$ cat src/rtl/dmem_ctrl.sv
// Data-memory controller: round-robin arbitration between the core LSU (port 0) and the
// debug loader (port 1), single-port DMEM access with byte/half lane handling and RMW stores.
module dmem_ctrl #(
    parameter int unsigned REG_WIDTH       = 32,
    parameter int unsigned DMEM_ADDR_WIDTH = 10
) (
    input  logic                           clk,
    input  logic                           reset_n,
    input  logic [1:0]                     req,
    input  logic [1:0]                     we,
    input  logic [3:0]                     size,
    input  logic [1:0]                     uns,
    input  logic [2*DMEM_ADDR_WIDTH-1:0]   addr,
    input  logic [2*REG_WIDTH-1:0]         wdata,
    output logic [1:0]                     ready,
    output logic [1:0]                     rsp_valid,
    output logic                           rsp_err,
    output logic [REG_WIDTH-1:0]           rsp_rdata,
    output logic                           dm_wr_en,
    output logic [DMEM_ADDR_WIDTH-1:0]     dm_addr,
    output logic [REG_WIDTH-1:0]           dm_wr_data,
    input  logic [REG_WIDTH-1:0]           dm_rd_data
);
    localparam int unsigned AW = DMEM_ADDR_WIDTH;
    localparam int unsigned DW = REG_WIDTH;

    typedef enum logic [2:0] {IDLE, READ, WRITE, RMW_RD, RMW_WR} state_t;

    state_t          state;
    logic            last_grant;
    logic            l_port;
    logic [1:0]      l_size;
    logic            l_uns;
    logic [1:0]      l_lane;
    logic [15:0]     l_wdata;

    logic [1:0]      grant;
    logic            sel;
    logic            s_we;
    logic [1:0]      s_size;
    logic            s_uns;
    logic [AW-1:0]   s_addr;
    logic [DW-1:0]   s_wdata;
    logic            s_misaligned;
    logic [DW-1:0]   load_val;
    logic [DW-1:0]   merged;
    logic [7:0]      rd_byte;
    logic [15:0]     rd_half;

    // Round-robin grant, only offered while idle
    always_comb begin
        grant = 2'b00;
        if (state == IDLE) begin
            if (req == 2'b11) grant = last_grant ? 2'b01 : 2'b10;
            else              grant = req;
        end
    end

    assign ready   = grant;
    assign sel     = grant[1];
    assign s_we    = sel ? we[1]              : we[0];
    assign s_size  = sel ? size[3:2]          : size[1:0];
    assign s_uns   = sel ? uns[1]             : uns[0];
    assign s_addr  = sel ? addr[2*AW-1:AW]    : addr[AW-1:0];
    assign s_wdata = sel ? wdata[2*DW-1:DW]   : wdata[DW-1:0];
    assign s_misaligned = (s_size == 2'b01 && s_addr[0]) || (s_size[1] && s_addr[1:0] != 2'b00);

    // Load lane extraction/extension and store-lane merge for the latched request
    always_comb begin
        rd_byte  = dm_rd_data[{l_lane, 3'b000} +: 8];
        rd_half  = dm_rd_data[{l_lane[1], 4'b0000} +: 16];
        load_val = dm_rd_data;
        if (l_size == 2'b00)
            load_val = l_uns ? {24'h0, rd_byte} : {{24{rd_byte[7]}}, rd_byte};
        else if (l_size == 2'b01)
            load_val = l_uns ? {16'h0, rd_half} : {{16{rd_half[15]}}, rd_half};
        merged = dm_rd_data;
        if (l_size[0]) merged[{l_lane[1], 4'b0000} +: 16] = l_wdata;
        else           merged[{l_lane, 3'b000} +: 8]      = l_wdata[7:0];
    end

    always_ff @(posedge clk or negedge reset_n) begin
        if (!reset_n) begin
            state      <= IDLE;
            last_grant <= 1'b1;
            l_port     <= 1'b0;
            l_size     <= 2'b00;
            l_uns      <= 1'b0;
            l_lane     <= 2'b00;
            l_wdata    <= 16'h0;
            rsp_valid  <= 2'b00;
            rsp_err    <= 1'b0;
            rsp_rdata  <= '0;
            dm_wr_en   <= 1'b0;
            dm_addr    <= '0;
            dm_wr_data <= '0;
        end else begin
            rsp_valid <= 2'b00;
            rsp_err   <= 1'b0;
            rsp_rdata <= '0;
            dm_wr_en  <= 1'b0;
            case (state)
                IDLE: begin
                    if (|grant) begin
                        last_grant <= sel;
                        l_port     <= sel;
                        l_size     <= s_size;
                        l_uns      <= s_uns;
                        l_lane     <= s_addr[1:0];
                        l_wdata    <= s_wdata[15:0];
                        if (s_misaligned) begin
                            // Error response straight from IDLE, DMEM untouched
                            rsp_valid <= sel ? 2'b10 : 2'b01;
                            rsp_err   <= 1'b1;
                        end else begin
                            dm_addr <= {s_addr[AW-1:2], 2'b00};
                            if (!s_we) begin
                                state <= READ;
                            end else if (s_size[1]) begin
                                state      <= WRITE;
                                dm_wr_en   <= 1'b1;
                                dm_wr_data <= s_wdata;
                            end else begin
                                state <= RMW_RD;
                            end
                        end
                    end
                end
                READ: begin
                    rsp_valid <= l_port ? 2'b10 : 2'b01;
                    rsp_rdata <= load_val;
                    state     <= IDLE;
                end
                WRITE: begin
                    rsp_valid <= l_port ? 2'b10 : 2'b01;
                    state     <= IDLE;
                end
                RMW_RD: begin
                    dm_wr_data <= merged;
                    dm_wr_en   <= 1'b1;
                    state      <= RMW_WR;
                end
                RMW_WR: begin
                    rsp_valid <= l_port ? 2'b10 : 2'b01;
                    state     <= IDLE;
                end
                default: state <= IDLE;
            endcase
        end
    end
endmodule

$ cat config.mk
export PLATFORM = sky130hd
export DESIGN_NAME = dmem_ctrl
export DESIGN_NICKNAME = d
export VERILOG_FILES = /design/src/rtl/dmem_ctrl.sv
export SDC_FILE = /design/constraint.sdc
export NUM_CORES = 1
export LEC_CHECK = 0
export ABC_CLOCK_PERIOD_IN_PS = 4160
export CAP_MARGIN = 20
export CORE_MARGIN = 2
export CORE_UTILIZATION = 30
export CTS_CLUSTER_DIAMETER = 120
export DETAILED_ROUTE_END_ITERATION = 12
export GPL_TIMING_DRIVEN = 0
export PLACE_DENSITY = 0.57
export SETUP_SLACK_MARGIN = 0.5
export SYNTH_ARGS = -nofsm -noshare
export SYNTH_HDL_FRONTEND = slang
export SYNTH_SLANG_ARGS = --single-unit
$ cat constraint.sdc
create_clock -name clk -period 4.16 [get_ports clk]
set_input_delay 0.832 -clock clk [delete_from_list [all_inputs] [get_ports clk]]
set_output_delay 0.832 -clock clk [all_outputs]
set_load 0.02 [all_outputs]
==> results.py, run 1 <==
metrics = {
    "die": {
        "core_area_um2": 19330,
        "rows": 51,
        "initial_utilization_pct": 30.31,
        "io_pins": 208,
        "dieWidth_um": 143.8,
        "die_h_um": 143.8,
        "dieArea_um2": 20670,
    },
    "synthesis": {
        "muxShareOfSynthArea_pct": 14.07,
        "yosys.area_share.adder_pct": 1.067,
        "synth_xor_area_share_pct": 0.1494,
        "async_reset_ff_share_pct": 100.0,
        "synth.avg_cell_area_um2": 9.671,
        "synth_area_leader_cell": "dfrtp_1",
        "yosys-top-cells-area": "dfrtp_1, mux2i_1, nand2_1, a311o_1, a211oi_1",
        "synthCells": 606,
        "synth_top_family_by_area": "compound AO/OA/AOI/OAI gates",
        "ys.flop_type": "dfrtp_1",
        "ys_warn_count": 0,
        "synth.distinct_cells": 50,
        "synth_compound_area_share_pct": 24.06,
        "synth.top_cell.area_share_pct": 43.13,
        "synth-simple-area-share_pct": 11.12,
        "synth_seq_cells": 102,
        "synth_edf_count": 0,
        "yosysSeqAreaShare_pct": 43.57,
        "synth_area_um2": 5861,
    },
    "setup_path": {
        "crit_path_end": "ready[1]",
        "timing.rr.end": "dm_wr_data[9]",
        "r2r_slack_ns": 1.09,
        "worst-path-max-fanout": 10,
        "cp.buffers_inverters": 5,
        "crit_chain": "clkdlybuf4s50_1 -> a21boi_2 -> nand2_4 -> inv_4 -> buf_2 -> clkbuf_4 -> clkbuf_2",
        "slowest_delay_ns": 0.55,
        "worst-setup-path-type": "in -> out",
        "crit_path_start_kind": "input pin",
        "r2r_cells": 8,
        "crit_family": "buffers and inverters",
        "startpoint": "req[1]",
        "slowest_stage": "clkdlybuf4s50_1",
        "endpoint_kind": "primary output",
        "worst_ep_required_time_ns": 3.33,
        "crit_cells": 7,
        "crit_arrival_ns": 2.63,
        "r2r_start": "l_lane[1]",
    },
    "global_route": {
        "met3_usage_pct": 4.099,
        "grt_max_degree": 57,
        "grt_pass1_wl_mm": 33.73,
        "grt_antenna_before_repair": 0,
        "grt_pass1_vias": 5540,
        "track_usage_pct": 21.89,
        "use_met1_pct": 30.22,
        "grt.overflow.total": 0,
        "use_met2_pct": 34.69,
        "grt-busiest-layer": "met2",
    },
    "power": {
        "power.density_nw_per_um2": 663.3,
        "power_frac_seq_pct": 30.0,
        "pwr-share-comb_pct": 55.1,
        "p_leak_nw": 3.644,
        "power_frac_clock_pct": 14.9,
        "irDropWorstVdd_v": 0.0002357,
        "swShare_pct": 42.71,
        "p_int_mw": 3.260,
        "p_sw_mw": 2.430,
    },
    "clocking": {
        "hold_buffers": 0,
        "root_buffer": "clkbuf_16",
        "cts_tree": "built",
        "numCtsBuffers": 9,
        "cts_num_sinks": 102,
        "cts_max_level": 3,
        "insertion_delay_ns": 0.35,
        "clk_path_buf_depth": 2,
        "clkTransAtPathRegs_ns": 0.06,
    },
    "detailed_routing": {
        "vias": 5663,
        "dr.pass1.iters": 5,
        "drc": 0,
        "post_drt_wl_per_cell_um": 20.13,
        "via_per_inst": 5.176,
        "wl_mm": 22.02,
        "dr.first_iter.drc_count": 383,
        "drtAntennaViolNets": 0,
    },
    "timing": {
        "finClkSkew_ns": 0.004986,
        "tightest_slew_ns": 0.8953,
        "drv_slew": 0,
        "rsz0062_at_grt": "no",
        "min_period_ns": 3.458,
        "hold_viol_final": 0,
        "fin_crit_sh_pct": 83.13,
        "max_freq_mhz": 289.2,
        "setup_tns_ns": 0,
        "slew_headroom_pct": 40.16,
        "timing.hold.ws_ns": 0.4882,
        "setup_violations": 0,
    },
    "placed_design": {
        "io_buffer_count": 205,
        "dp_hpwl_mm": 17.00,
        "place_area_um2": 8273,
        "place.gp.congestion": 0.8693,
    },
    "flow_run": {
        "cap_viol_max_count": 0,
    },
    "finish": {
        "final_nets": 957,
        "register_area_um2": 2554,
        "multi_input_area_um2": 2974,
        "final_cell_mix": "clkdlybuf4s50_1, dfrtp_1, nand2_1, mux2i_1, a21oi_1",
        "stdcell_area_um2": 8578,
        "diodes": 0,
        "drive_above_1_share_pct": 6.634,
        "num-fill-cells": 1925,
        "final_common_cell": "clkdlybuf4s50_1",
        "syn_to_final_growth_pct": 46.37,
    },
    "outcome": {
        "status": "finished, final reports clean",
    },
    "min_path": {
        "hold_path_class": "in -> async",
    },
}
## cell type report
cell class,instances,area share (%)
timing repair buffer,206,24.15
buffer,52,2.990
tap,265,3.865
inverter,24,1.079
clock buffer,14,3.311
sequential,102,29.77
clock inverter,2,0.1604
multi-input combinational,429,34.67
## logic make-up after synthesis
kind of cell	Yosys count
AO/OA/AOI/OAI	198
XOR/XNOR	1
adder cells (fa/ha/maj)	5
buffers and inverters	76
flip-flops	102
multiplexers	72
other	1
AND/OR/NAND/NOR	151
## Yosys cell counts, types with 2 or more instances
| cell type | number |
|---|---|
| mux4_2 | 8 |
| dfrtp_1 | 101 |
| o21ai_1 | 3 |
| buf_1 | 5 |
| a31oi_1 | 16 |
| nor4bb_1 | 2 |
| buf_4 | 2 |
| a22oi_1 | 2 |
| a211oi_1 | 37 |
| buf_6 | 5 |
| nor2_1 | 34 |
| a21oi_1 | 43 |
| clkinv_1 | 3 |
| clkbuf_1 | 30 |
| buf_2 | 10 |
| o21ai_0 | 25 |
| inv_1 | 20 |
| nor3_1 | 6 |
| o22ai_1 | 2 |
| ha_1 | 5 |
| o21a_1 | 2 |
| a221oi_1 | 30 |
| mux2i_1 | 61 |
| a311o_1 | 31 |
| or2_2 | 2 |
| and2_1 | 2 |
| nor2b_1 | 3 |
| mux2_2 | 2 |
| nand3b_1 | 2 |
| nand2_1 | 92 |
## worst min-delay path by stage
stage | slack, ns | endpoint | start
finish | 0.49 | dm_wr_data[21] | reset_n
global route | 0.51 | last_grant | last_grant
CTS | 0.49 | last_grant | last_grant
detailed placement | 0.48 | last_grant | last_grant
global placement | 0.47 | last_grant | last_grant
floorplan | 0.45 | last_grant | last_grant
## routing by layer
layer,vias up,part of all wire [%]
li1,2701,-
met1,2726,45
met2,213,46
met3,23,7.0
met4,0,2.0
met5,-,0
## through the flow
step                      total power [mW]  cells  utilization [%]  setup slack [ns]
after floorplan                      3.548    607                -             1.428
after global placement               4.838   1077            42.66            -1.821
after detailed placement             4.857   1078            42.79          -0.09455
after CTS                            5.730   1094            44.37            0.5064
after global routing                 6.069   1094            44.37            0.5884
final                                5.690   1094            44.37            0.7018
## timing repair
action,4_1_cts,5_1_grt
endpoints found under the setup margin,1,1
buffers inserted,0,0
resized for setup,4,3
pin swaps,0,0
## sequential cells by signal, indices dropped and copies added, names as in the netlist
register,cells
l_port,1
last_grant,1
rsp_rdata,32
rsp_err,1
l_size,2
dm_wr_data,32
state,3
dm_addr,8
rsp_valid,2
l_uns,1
dm_wr_en,1
l_lane,2
l_wdata,16
## worst reg2reg max path, cell delays in order (launching register included)
cell and delay, ns:
dfrtp_1 0.40, clkbuf_1 0.21, inv_1 0.20, ha_1 0.18, clkinv_1 0.30, nor4b_2 0.88
a221oi_1 0.17, a211oi_1 0.48, a311o_1 0.19
## power groups by stage
stage | sequential [mW] | clock [mW] | combinational (mW)
after floorplan | 2.01 | 0 | 1.54
after global placement | 1.72 | 0 | 3.12
after detailed placement | 1.72 | 0 | 3.14
after CTS | 1.71 | 0.870 | 3.15
after global routing | 1.76 | 0.911 | 3.40
final | 1.71 | 0.848 | 3.13
No activity file was read; power rests on OpenSTA's default activity.
==> run 2: changes to the inputs <==
--- a/config.mk
+++ b/config.mk
@@ -5,14 +5,14 @@
 export SDC_FILE = /design/constraint.sdc
 export NUM_CORES = 1
 export LEC_CHECK = 0
-export ABC_CLOCK_PERIOD_IN_PS = 4160
+export ABC_CLOCK_PERIOD_IN_PS = 3100
 export CAP_MARGIN = 20
 export CORE_MARGIN = 2
 export CORE_UTILIZATION = 30
 export CTS_CLUSTER_DIAMETER = 120
 export DETAILED_ROUTE_END_ITERATION = 12
 export GPL_TIMING_DRIVEN = 0
-export PLACE_DENSITY = 0.57
+export PLACE_DENSITY = 0.59
 export SETUP_SLACK_MARGIN = 0.5
 export SYNTH_ARGS = -nofsm -noshare
 export SYNTH_HDL_FRONTEND = slang
==> constraint.sdc (replaced) <==
create_clock -name clk -period 3.1 [get_ports clk]
set_input_delay 0.62 -clock clk [delete_from_list [all_inputs] [get_ports clk]]
set_output_delay 0.62 -clock clk [all_outputs]
set_load 0.02 [all_outputs]
==> run 2 against run 1 <==
Utilization is 0.56 points higher. Die area stayed put. Sequential share of layout area is 0.36 points lower. Combinational power is 38% higher. Largest cell class unchanged. Largest power group unchanged. Highest routed layer unchanged.
==> results.py, run 2 (synthesis gave the netlist of run 1 again) <==
metrics = {
    "outcome": {
        "status": "finished, final reports clean",
    },
    "finish": {
        "fin_cells": 1099,
        "final_cell_mix": "clkdlybuf4s50_1, dfrtp_1, nand2_1, mux2i_1, a21oi_1",
        "top_regs": "dm_wr_data: 32 flops, rsp_rdata: 32 flops, l_wdata: 16 flops",
        "drive_above_1_share_pct": 8.873,
        "diodes": 0,
        "final_common_cell": "clkdlybuf4s50_1",
        "syn_to_final_growth_pct": 48.23,
        "final_nets": 962,
    },
    "timing": {
        "hold_viol_final": 0,
        "tightest_slew_ns": 0.8190,
        "min_period_ns": 2.487,
        "drv_slew": 0,
        "slew_headroom_pct": 45.40,
        "fin_crit_sh_pct": 80.22,
        "rsz0062_at_grt": "no",
        "setup_tns_ns": 0,
        "setup_violations": 0,
        "finClkSkew_ns": 0.005513,
        "max_freq_mhz": 402.1,
    },
    "clocking": {
        "numCtsBuffers": 9,
        "cts_max_level": 3,
        "insertion_delay_ns": 0.35,
        "clkTransAtPathRegs_ns": 0.07,
        "root_buffer": "clkbuf_16",
        "cts_num_sinks": 102,
        "cts_tree": "built",
        "clk_path_buf_depth": 2,
    },
    "detailed_routing": {
        "post_drt_wl_per_cell_um": 19.70,
        "drc": 0,
        "via_per_inst": 5.157,
        "dr.pass1.iters": 5,
        "dr.first_iter.drc_count": 358,
        "wl_mm": 21.65,
        "vias": 5667,
        "drtAntennaViolNets": 0,
    },
    "global_route": {
        "track_usage_pct": 21.46,
        "grt.overflow.total": 0,
        "grt_pass1_wl_mm": 33.31,
        "grt_max_degree": 53,
        "grt_pass1_vias": 5616,
        "grt_antenna_before_repair": 0,
    },
    "die": {
        "dieArea_um2": 20670,
        "dieWidth_um": 143.8,
        "die_h_um": 143.8,
        "rows": 51,
        "io_pins": 208,
        "initial_utilization_pct": 30.31,
        "core_area_um2": 19330,
    },
    "placed_design": {
        "place.gp.congestion": 0.9093,
        "dp_hpwl_mm": 16.79,
        "dp_cells": 1078,
        "io_buffer_count": 205,
    },
    "setup_path": {
        "worst-path-max-fanout": 9,
        "endpoint_kind": "flop",
        "worst-setup-path-type": "reg -> reg",
        "crit_arrival_ns": 2.78,
        "crit_path_start_kind": "flop",
        "worst_ep_required_time_ns": 3.40,
    },
    "power": {
        "power_mw": 7.706,
        "irDropWorstVdd_v": 0.0003253,
        "p_leak_nw": 3.705,
        "power.density_nw_per_um2": 887.1,
    },
    "min_path": {
        "hold_path_class": "in -> async",
    },
    "flow_run": {
        "cap_viol_max_count": 0,
    },
}
-- run 2: area by class of cell --
cell class | count | area [um^2]
sequential | 102 | 2555
fill | 1929 | 10650
buffer | 52 | 266.5
clock inverter | 5 | 35.03
multi-input combinational | 429 | 3047
inverter | 24 | 96.34
tap | 265 | 331.6
clock buffer | 11 | 242.7
timing repair buffer | 211 | 2113
-- run 2: worst max-delay path: stages (launching register included) --
cell	delay (ns)
dfrtp_1	0.41
clkbuf_2	0.18
inv_1	0.17
ha_1	0.22
clkinvlp_4	0.23
nor4b_4	0.25
buf_4	0.21
a221oi_1	0.09
a211oi_1	0.48
a311o_1	0.19
-- run 2: report_power, final --
part	internal (mW)	switching, mW
combinational	1.92	2.40
sequential	1.88	0.417
clock	0.567	0.514
total	4.38	3.33
-- run 2: through the flow --
stage	setup WS (ns)	utilization (%)	hold slack [ns]	cell area, um^2
after CTS	0.3312	44.63	0.3315	8630
after floorplan	0.7918	-	0.3244	5864
after global routing	0.5007	44.93	0.3548	8687
after global placement	-2.606	42.66	0.4708	8248
final	0.6132	44.93	0.2896	8687
after detailed placement	-0.7238	42.79	0.4722	8273
-- run 2: final timing paths --
path                             from  slack [ns]              to  cells after the start
setup / recovery            l_lane[1]        0.61   dm_wr_data[9]                      9
hold / removal                reset_n        0.29  dm_wr_data[22]                      1
setup reg to reg            l_lane[1]        0.61   dm_wr_data[9]                      9
hold reg to reg            last_grant        0.50      last_grant                      2
max in group asynchronous     reset_n        2.06      last_grant                      2
min in group clk           last_grant        0.50      last_grant                      2
-- run 2: timing repair --
action / CTS / global route
hold endpoints to repair: 0 / 0
hold buffers: 0 / 0
pin swaps: 1 / 1
endpoints found under the setup margin: 26 / 44
gates resized for setup: 20 / 13
setup buffers: 2 / 3
-- run 2: routing by layer --
layer  vias to the layer above  global-route usage, %  wire length [um]
li1                       2705                      -                 -
met1                      2705                  30.03              9766
met2                       229                  33.51             10010
met3                        28                  3.565              1355
met4                         0                  7.637               521
met5                         -                      0                 0
